`src/rtl/face_classifier_mac_acc_pkg.sv`:
```
// Shared types and defaults for the face classifier MAC accumulator stage.
package face_classifier_pkg;

  typedef enum logic {ST_ACC, ST_OUT} state_t;

  localparam int DIN_W_D  = 13;
  localparam int DOUT_W_D = 13;
  localparam int ACC_W_D  = 21;

  // Signed saturation of a default-width accumulator down to the default output width.
  function automatic logic signed [DOUT_W_D-1:0] sat_s(input logic signed [ACC_W_D-1:0] acc);
    logic signed [DOUT_W_D-1:0] r;
    r = acc[DOUT_W_D-1:0];
    if (!acc[ACC_W_D-1] && (|acc[ACC_W_D-2:DOUT_W_D-1]))
      r = {1'b0, {(DOUT_W_D-1){1'b1}}};
    else if (acc[ACC_W_D-1] && !(&acc[ACC_W_D-2:DOUT_W_D-1]))
      r = {1'b1, {(DOUT_W_D-1){1'b0}}};
    return r;
  endfunction

endpackage

```
`src/rtl/face_classifier_mac_acc_if.sv`:
```
// Product-in / neuron-out handshake bundle for the MAC accumulator stage.
interface face_classifier_mac_acc_if
  import face_classifier_pkg::*;
#(
  parameter int DIN_W  = DIN_W_D,
  parameter int DOUT_W = DOUT_W_D
);
  logic signed [DIN_W-1:0]  bias;
  logic signed [DIN_W-1:0]  in_data;
  logic                     in_last;
  logic                     in_valid;
  logic                     in_ready;
  logic signed [DOUT_W-1:0] out_data;
  logic                     out_valid;
  logic                     out_ready;
  logic                     err_last;

  modport master (
    output bias, in_data, in_last, in_valid, out_ready,
    input  in_ready, out_data, out_valid, err_last
  );

  modport slave (
    input  bias, in_data, in_last, in_valid, out_ready,
    output in_ready, out_data, out_valid, err_last
  );
endinterface

```
`src/rtl/face_classifier_mac_acc_sat.sv`:
```
// Combinational signed saturation ACC_W -> DOUT_W.
// FACE_CLASSIFIER_MAC_ACC_RELU_EN: clamp negative saturated results to zero.
module face_classifier_sat #(
  parameter int ACC_W  = 21,
  parameter int DOUT_W = 13
) (
  input  logic signed [ACC_W-1:0]  i_acc,
  output logic signed [DOUT_W-1:0] o_dout
);
  logic                     w_pos_ovf;
  logic                     w_neg_ovf;
  logic signed [DOUT_W-1:0] w_sat;

  // Overflow whenever the bits above the output sign are not a pure sign extension.
  assign w_pos_ovf = ~i_acc[ACC_W-1] &  (|i_acc[ACC_W-2:DOUT_W-1]);
  assign w_neg_ovf =  i_acc[ACC_W-1] & ~(&i_acc[ACC_W-2:DOUT_W-1]);

  always_comb begin
    w_sat = i_acc[DOUT_W-1:0];
    if (w_pos_ovf)      w_sat = {1'b0, {(DOUT_W-1){1'b1}}};
    else if (w_neg_ovf) w_sat = {1'b1, {(DOUT_W-1){1'b0}}};
  end

`ifdef FACE_CLASSIFIER_MAC_ACC_RELU_EN
  assign o_dout = w_sat[DOUT_W-1] ? '0 : w_sat;
`else
  assign o_dout = w_sat;
`endif

endmodule

```
`src/rtl/face_classifier_mac_acc.sv`:
```
// Accumulates NUM_TERMS signed products plus bias into one saturated neuron output.
// Optional ReLU via FACE_CLASSIFIER_MAC_ACC_RELU_EN (applied inside face_classifier_sat).
module face_classifier_mac_acc
  import face_classifier_pkg::*;
#(
  parameter int DIN_W     = DIN_W_D,
  parameter int NUM_TERMS = 64,
  parameter int ACC_W     = ACC_W_D,
  parameter int DOUT_W    = DOUT_W_D
) (
  input  logic                      ap_clk,
  input  logic                      ap_rst_n,
  face_classifier_mac_acc_if.slave  bus
);
  localparam int CNT_W = (NUM_TERMS > 1) ? $clog2(NUM_TERMS) : 1;
  localparam logic [CNT_W-1:0] LAST = CNT_W'(NUM_TERMS - 1);

  state_t                   r_state, w_state_nxt;
  logic [CNT_W-1:0]         r_cnt;
  logic signed [ACC_W-1:0]  r_acc;
  logic signed [DOUT_W-1:0] r_out;
  logic                     r_err;

  logic signed [ACC_W-1:0]  w_din_x, w_bias_x, w_acc_nxt;
  logic signed [DOUT_W-1:0] w_sat;
  logic                     w_in_ready, w_out_valid, w_accept, w_last_term;

  assign w_din_x     = {{(ACC_W-DIN_W){bus.in_data[DIN_W-1]}}, bus.in_data};
  assign w_bias_x    = {{(ACC_W-DIN_W){bus.bias[DIN_W-1]}}, bus.bias};
  assign w_last_term = (r_cnt == LAST);
  assign w_accept    = bus.in_valid & w_in_ready;
  // First term of a neuron starts from the bias rather than the stale accumulator.
  assign w_acc_nxt   = ((r_cnt == '0) ? w_bias_x : r_acc) + w_din_x;

  face_classifier_sat #(.ACC_W(ACC_W), .DOUT_W(DOUT_W)) u_sat (
    .i_acc  (w_acc_nxt),
    .o_dout (w_sat)
  );

  always_ff @(posedge ap_clk or negedge ap_rst_n) begin
    if (!ap_rst_n) r_state <= ST_ACC;
    else           r_state <= w_state_nxt;
  end

  always_comb begin
    w_state_nxt = r_state;
    w_in_ready  = 1'b0;
    w_out_valid = 1'b0;
    case (r_state)
      ST_ACC: begin
        w_in_ready = 1'b1;
        if (w_accept && w_last_term) w_state_nxt = ST_OUT;
      end
      ST_OUT: begin
        w_out_valid = 1'b1;
        if (bus.out_ready) w_state_nxt = ST_ACC;
      end
      default: w_state_nxt = ST_ACC;
    endcase
  end

  // The counter alone decides neuron boundaries; in_last is only cross-checked.
  always_ff @(posedge ap_clk or negedge ap_rst_n) begin
    if (!ap_rst_n) begin
      r_cnt <= '0;
      r_acc <= '0;
      r_out <= '0;
      r_err <= 1'b0;
    end else begin
      r_err <= w_accept & (bus.in_last != w_last_term);
      if (w_accept) begin
        r_acc <= w_acc_nxt;
        if (w_last_term) begin
          r_cnt <= '0;
          r_out <= w_sat;
        end else begin
          r_cnt <= r_cnt + 1'b1;
        end
      end
    end
  end

  assign bus.in_ready  = w_in_ready;
  assign bus.out_valid = w_out_valid;
  assign bus.out_data  = r_out;
  assign bus.err_last  = r_err;

endmodule

```
`src/flat_wrapper.sv`:
```
// flat-port wrapper written by rule: the top's interface ports become plain ports
module face_classifier_mac_acc_flat import face_classifier_pkg::*;
#(
  parameter int DIN_W     = DIN_W_D,
  parameter int NUM_TERMS = 64,
  parameter int ACC_W     = ACC_W_D,
  parameter int DOUT_W    = DOUT_W_D
)
  (ap_clk, ap_rst_n, bus_bias, bus_in_data, bus_in_last, bus_in_valid, bus_out_ready, bus_in_ready, bus_out_data, bus_out_valid, bus_err_last);
  face_classifier_mac_acc_if #(.DIN_W(DIN_W), .DOUT_W(DOUT_W)) bus_i ();
  input  logic ap_clk;
  input  logic ap_rst_n;
  input wire logic [$bits(bus_i.bias)-1:0] bus_bias;
  input wire logic [$bits(bus_i.in_data)-1:0] bus_in_data;
  input wire logic [$bits(bus_i.in_last)-1:0] bus_in_last;
  input wire logic [$bits(bus_i.in_valid)-1:0] bus_in_valid;
  input wire logic [$bits(bus_i.out_ready)-1:0] bus_out_ready;
  output wire logic [$bits(bus_i.in_ready)-1:0] bus_in_ready;
  output wire logic [$bits(bus_i.out_data)-1:0] bus_out_data;
  output wire logic [$bits(bus_i.out_valid)-1:0] bus_out_valid;
  output wire logic [$bits(bus_i.err_last)-1:0] bus_err_last;
  assign bus_i.bias = bus_bias;
  assign bus_i.in_data = bus_in_data;
  assign bus_i.in_last = bus_in_last;
  assign bus_i.in_valid = bus_in_valid;
  assign bus_i.out_ready = bus_out_ready;
  assign bus_in_ready = bus_i.in_ready;
  assign bus_out_data = bus_i.out_data;
  assign bus_out_valid = bus_i.out_valid;
  assign bus_err_last = bus_i.err_last;
  face_classifier_mac_acc #(.DIN_W(DIN_W), .NUM_TERMS(NUM_TERMS), .ACC_W(ACC_W), .DOUT_W(DOUT_W)) u_core (.ap_clk(ap_clk), .ap_rst_n(ap_rst_n), .bus(bus_i));
endmodule
```
`config.mk`:
```
export PLATFORM = sky130hd
export DESIGN_NAME = face_classifier_mac_acc_flat
export DESIGN_NICKNAME = d
export VERILOG_FILES = /design/src/rtl/face_classifier_mac_acc_pkg.sv /design/src/rtl/face_classifier_mac_acc_if.sv /design/src/rtl/face_classifier_mac_acc_sat.sv /design/src/rtl/face_classifier_mac_acc.sv /design/src/flat_wrapper.sv
export SDC_FILE = /design/constraint.sdc
export NUM_CORES = 1
export LEC_CHECK = 0
export ABC_AREA = 1
export BUFFER_PORTS_ARGS = -buffer_cell sky130_fd_sc_hd__buf_4
export CORE_ASPECT_RATIO = 1.75
export CORE_MARGIN = 2
export CORE_UTILIZATION = 44
export CTS_BUF_LIST = sky130_fd_sc_hd__clkbuf_16
export CTS_CLUSTER_SIZE = 40
export DETAILED_ROUTE_END_ITERATION = 8
export PLACE_DENSITY_LB_ADDON = 0.3
export SETUP_SLACK_MARGIN = 0.2
export SLEW_MARGIN = 20
export SYNTH_ARGS = -nofsm -noshare
export SYNTH_HDL_FRONTEND = slang
export SYNTH_SLANG_ARGS = --single-unit
```
`constraint.sdc`:
```
create_clock -name ap_clk -period 4.6 [get_ports ap_clk]
set_clock_uncertainty 0.1 [all_clocks]
set_input_delay 0.46 -clock ap_clk [delete_from_list [all_inputs] [get_ports ap_clk]]
set_output_delay 0.46 -clock ap_clk [all_outputs]
set_load 0.02 [all_outputs]
```
==> parameters.txt <==
Parameter                              Value

Routing
  Number of vias per cell after detailed routing ... between 5 and 6
  Remaining DRCs ... 0
  Final routed wire length divided by cell count ... 14.3 um
  Via count of the routed design ... between 3,000 and 4,000
  Drt initial violations ... 216
  Antenna Violating Nets Remaining ... 0
  Post-detailed-routing wire length ... approximately 10 mm
  Pre-Repair DR Iteration Count ... 4

Floorplanning
  Top-level I/O count ... 47
  Starting density of the core ... about 45%
  Core box area ... around 8300 um^2
  Die height ... roughly 130 um
  Die footprint ... 9200 um^2
  DIE WIDTH ... ~73 um
  Row count ... 44

Place
  Number of buffer cells added on primary ports ... 46
  Hpwl dp ... 7.82 mm
  RePlAce Congestion ... ~0.9

Worst setup path
  Endpoint required time on the critical path ... 4.65 ns
  CP max stage delay ... roughly 0.43 ns
  Count of buffer and inverter cells on the critical path ... 4
  Worst reg2reg endpoint ... u_core.bus.out_data[0]
  Arrival time of data at the critical path endpoint ... just over 4 ns
  Number of cells traversed by the worst register-to-register path ... 20
  Worst-path cell with the longest stage delay ... a21oi_4
  CP delay by family, top ... simple AND/OR/NAND/NOR gates
  Critical path's most frequent cell ... nand2_1
  Largest driver fanout on the critical path ... 20
  CP endpoint kind ... register
  Worst-case register-to-register setup slack ... ~0.51 ns
  Element type at the critical path start ... register
  Critical path depth ... 20
  Cell-by-cell listing of the critical path ... inv_1 -> ha_1 -> nand4_2 -> inv_1 -> buf_4 -> nand2_1 -> o21ai_0 -> ha_1 -> nand2_1 -> inv_2 -> nand2_1 -> nand3_1 -> a21oi_1 -> nand2_1 -> nand2_1 -> nand2_1 -> nor2_1 -> nand3_2 -> a21oi_4 -> a21oi_1
  Crit Path Class ... reg -> reg
  R2r startpoint ... u_core.r_cnt[0]

Global route
  GRT Residual Overflow ... 0
  Antenna violations before repair ... 0
  Maximum number of pins on one net before global-route repair ... 43
  First-pass GRT wire length ... roughly 16 mm
  Vias in the first global route ... between 3,000 and 4,000
  Global Route Usage Sum ... around 23%

STA
  Transition time at the pin with the least slew margin ... ~0.8 ns
  Post-Route Setup TNS ... 0 ns
  Number of pins exceeding their max-slew limit in the final report ... 0
  Final Hold Viols ... 0
  Portion of the clock cycle consumed by the worst path in the final layout ... between 80 and 90%
  Maximum clock frequency ... 0.245 GHz
  Number of setup violations in the final report ... 0
  Setup repair after global routing missed its margin ... false
  Slew HR ... a little under half
  Final Critical Period ... between 4 and 5 ns

Layout
  Layout cell share with drive strength beyond 1 ... between 20 and 25%
  Number of inserted filler cells in the final layout ... slightly below 800
  Ant diodes ... 0
  Final layout net count ... around 650
  Relative area change from synthesis to final layout ... 14.5%

CTS
  Number of CTS-inserted buffers ... 5
  Clock tree from TritonCTS ... yes
  Clock sink count ... 42
  Buffer cell driving the clock tree root ... clkbuf_16
  Cts hold-fix bufs ... 0
  Buffer depth of the longest clock path ... 2
  Htree depth ... 2
  Number of cells upsized or downsized after cts ... 0
  Count of buffers added by post-CTS timing repair for setup ... 0
  Post-CTS clock slew at the launch and capture registers of the worst setup and hold paths ... ~0.07 ns
  Clock latency of the later-clocked register in the worst-skew pair ... about 0.30 ns

Synth
  Cell variety after synth ... 28
  Share of the yosys chip area belonging to registers ... between 20 and 30%
  Total number of yosys warnings ... 0
  Area fraction of the dominant cell type after synthesis ... ~28%
  Gate Count Post-Synth ... approximately 550
  Library cell occupying the most area in the post-synthesis netlist ... dfrtp_1
  Synth Register Bits ... 42
  Average footprint of a synthesized cell ... about 6.8 um^2
  Top post-synthesis cells by area ... dfrtp_1 28%, nand2_1 16%, inv_1 9.6%
  Post-Synthesis Cell Area ... around 3700 um^2
  Post-synthesis net count ... ~600

Power and ir drop
  VDD IR-drop max ... roughly 0.38 mV
  Pwr per Cell Area ... between 700 and 800 nW/um^2
  Leakage ... ~2.3 nW
  Power after layout ... between 3 and 4 mW

Hold path
  Worst Hold Class ... in -> async

Flow run
  Max-cap viol count ... 0

Status
  Outcome ... finished, final reports clean
through the flow:
stage                     hold WS, ns  util [%]  instance area [um^2]  instances  worst slack (ns)
after floorplan                0.0644         -                  3710        549              1.35
after global placement          0.363      49.7                  4110        678             0.665
after detailed placement        0.371      49.7                  4110        678             0.599
after CTS                      0.0854      51.4                  4250        686             0.572
after global routing            0.109      51.4                  4250        686             0.243
final                          0.0484      51.4                  4250        686             0.511
synthesized netlist by cell type:
library cell / instances
inv_1: 95
nand3_1: 26
nand4_2: 1
a21oi_1: 18
nor2_4: 1
o21ai_0: 47
dfrtp_1: 42
nand2_2: 28
nand3_2: 8
buf_12: 2
nor2_1: 16
nand2_4: 3
nor3_2: 2
fa_1: 1
nand2_1: 157
clkbuf_1: 8
nand4_1: 7
a21oi_2: 12
xnor2_1: 5
inv_2: 10
a21oi_4: 1
nor3_1: 1
nor2_2: 13
or2_2: 12
nand3b_1: 2
ha_1: 22
clkinv_1: 1
xor2_1: 8
power breakdown:
group          leakage, nW  switching, mW  total, mW  internal, mW
sequential           0.514         0.0969      0.644         0.547
clock               0.0672          0.161      0.359         0.199
combinational         1.76           1.34       2.07         0.729
total                 2.34           1.60       3.07          1.48
metal layers:
metal / wire length (um) / track usage (%) / vias up
li1: - / - / 1794
met1: 3830 / 24.2 / 1605
met2: 5210 / 41.3 / 86
met3: 268 / 2.74 / 32
met4: 511 / 13.5 / 0
met5: 0 / 0 / -
worst max path at each step:
| stage | endpoint | start |
|---|---|---|
| 2_1_floorplan | u_core.bus.out_data[10] | u_core.r_cnt[0] |
| 3_3_place_gp | u_core.bus.out_data[0] | u_core.r_cnt[0] |
| 3_5_place_dp | u_core.bus.out_data[0] | u_core.r_cnt[0] |
| 4_1_cts | u_core.bus.out_data[0] | u_core.r_cnt[0] |
| 5_1_grt | u_core.bus.out_data[0] | u_core.r_cnt[0] |
| 6_report | u_core.bus.out_data[0] | u_core.r_cnt[0] |
cells by family (layout without fill, tap and decap cells):
group / after synthesis / count (layout) / synth area share [%]
simple gates: 277 / 277 / 35.9
flops: 42 / 42 / 28.3
buf+inv: 116 / 161 / 12.6
fa+ha+maj: 23 / 23 / 7.96
compound gates: 78 / 78 / 12.0
xor+xnor: 13 / 13 / 3.07
layout make-up:
type	count	area, um^2	area share (%)
multi-input combinational	391	2190	51.5
tap	92	115	2.71
clock inverter	3	16.3	0.383
clock buffer	5	125	2.95
timing repair buffer	47	353	8.31
sequential	42	1050	24.7
inverter	106	398	9.37
worst register-to-register path, cell delays in order, from the launching register on:
cell	delay, ns
dfrtp_1	0.40
inv_1	0.10
ha_1	0.17
nand4_2	0.16
inv_1	0.28
buf_4	0.28
nand2_1	0.07
o21ai_0	0.14
ha_1	0.35
nand2_1	0.14
inv_2	0.08
nand2_1	0.07
nand3_1	0.10
a21oi_1	0.37
nand2_1	0.12
nand2_1	0.07
nand2_1	0.06
nor2_1	0.20
nand3_2	0.13
a21oi_4	0.43
a21oi_1	0.13
registers in the layout (all words and copies together) (netlist names):
name                 cells
u_core.r_state           1
u_core.r_cnt             6
u_core.bus.out_data     13
u_core.r_acc            21
u_core.bus.err_last      1
placed cells by master, fill, tap and decap left out:
| cell type | count |
|---|---|
| nand2_1 | 157 |
| or2_2 | 12 |
| nand2_2 | 28 |
| ha_1 | 22 |
| nand3_2 | 8 |
| dfrtp_1 | 42 |
| nor3_1 | 1 |
| buf_4 | 47 |
| nor3_2 | 2 |
| a21oi_1 | 18 |
| fa_1 | 1 |
| a21oi_4 | 1 |
| o21ai_0 | 47 |
| a21oi_2 | 12 |
| nand2_4 | 3 |
| xor2_1 | 8 |
| clkinv_1 | 2 |
| nand3_1 | 26 |
| nand3b_1 | 2 |
| inv_1 | 95 |
| nor2_2 | 13 |
| nor2_1 | 16 |
| clkinvlp_4 | 1 |
| xnor2_1 | 5 |
| nand4_1 | 7 |
| clkinv_2 | 1 |
| clkbuf_16 | 5 |
| nor2_4 | 1 |
| inv_2 | 10 |
| nand4_2 | 1 |
(Power assumes the default switching activity.)
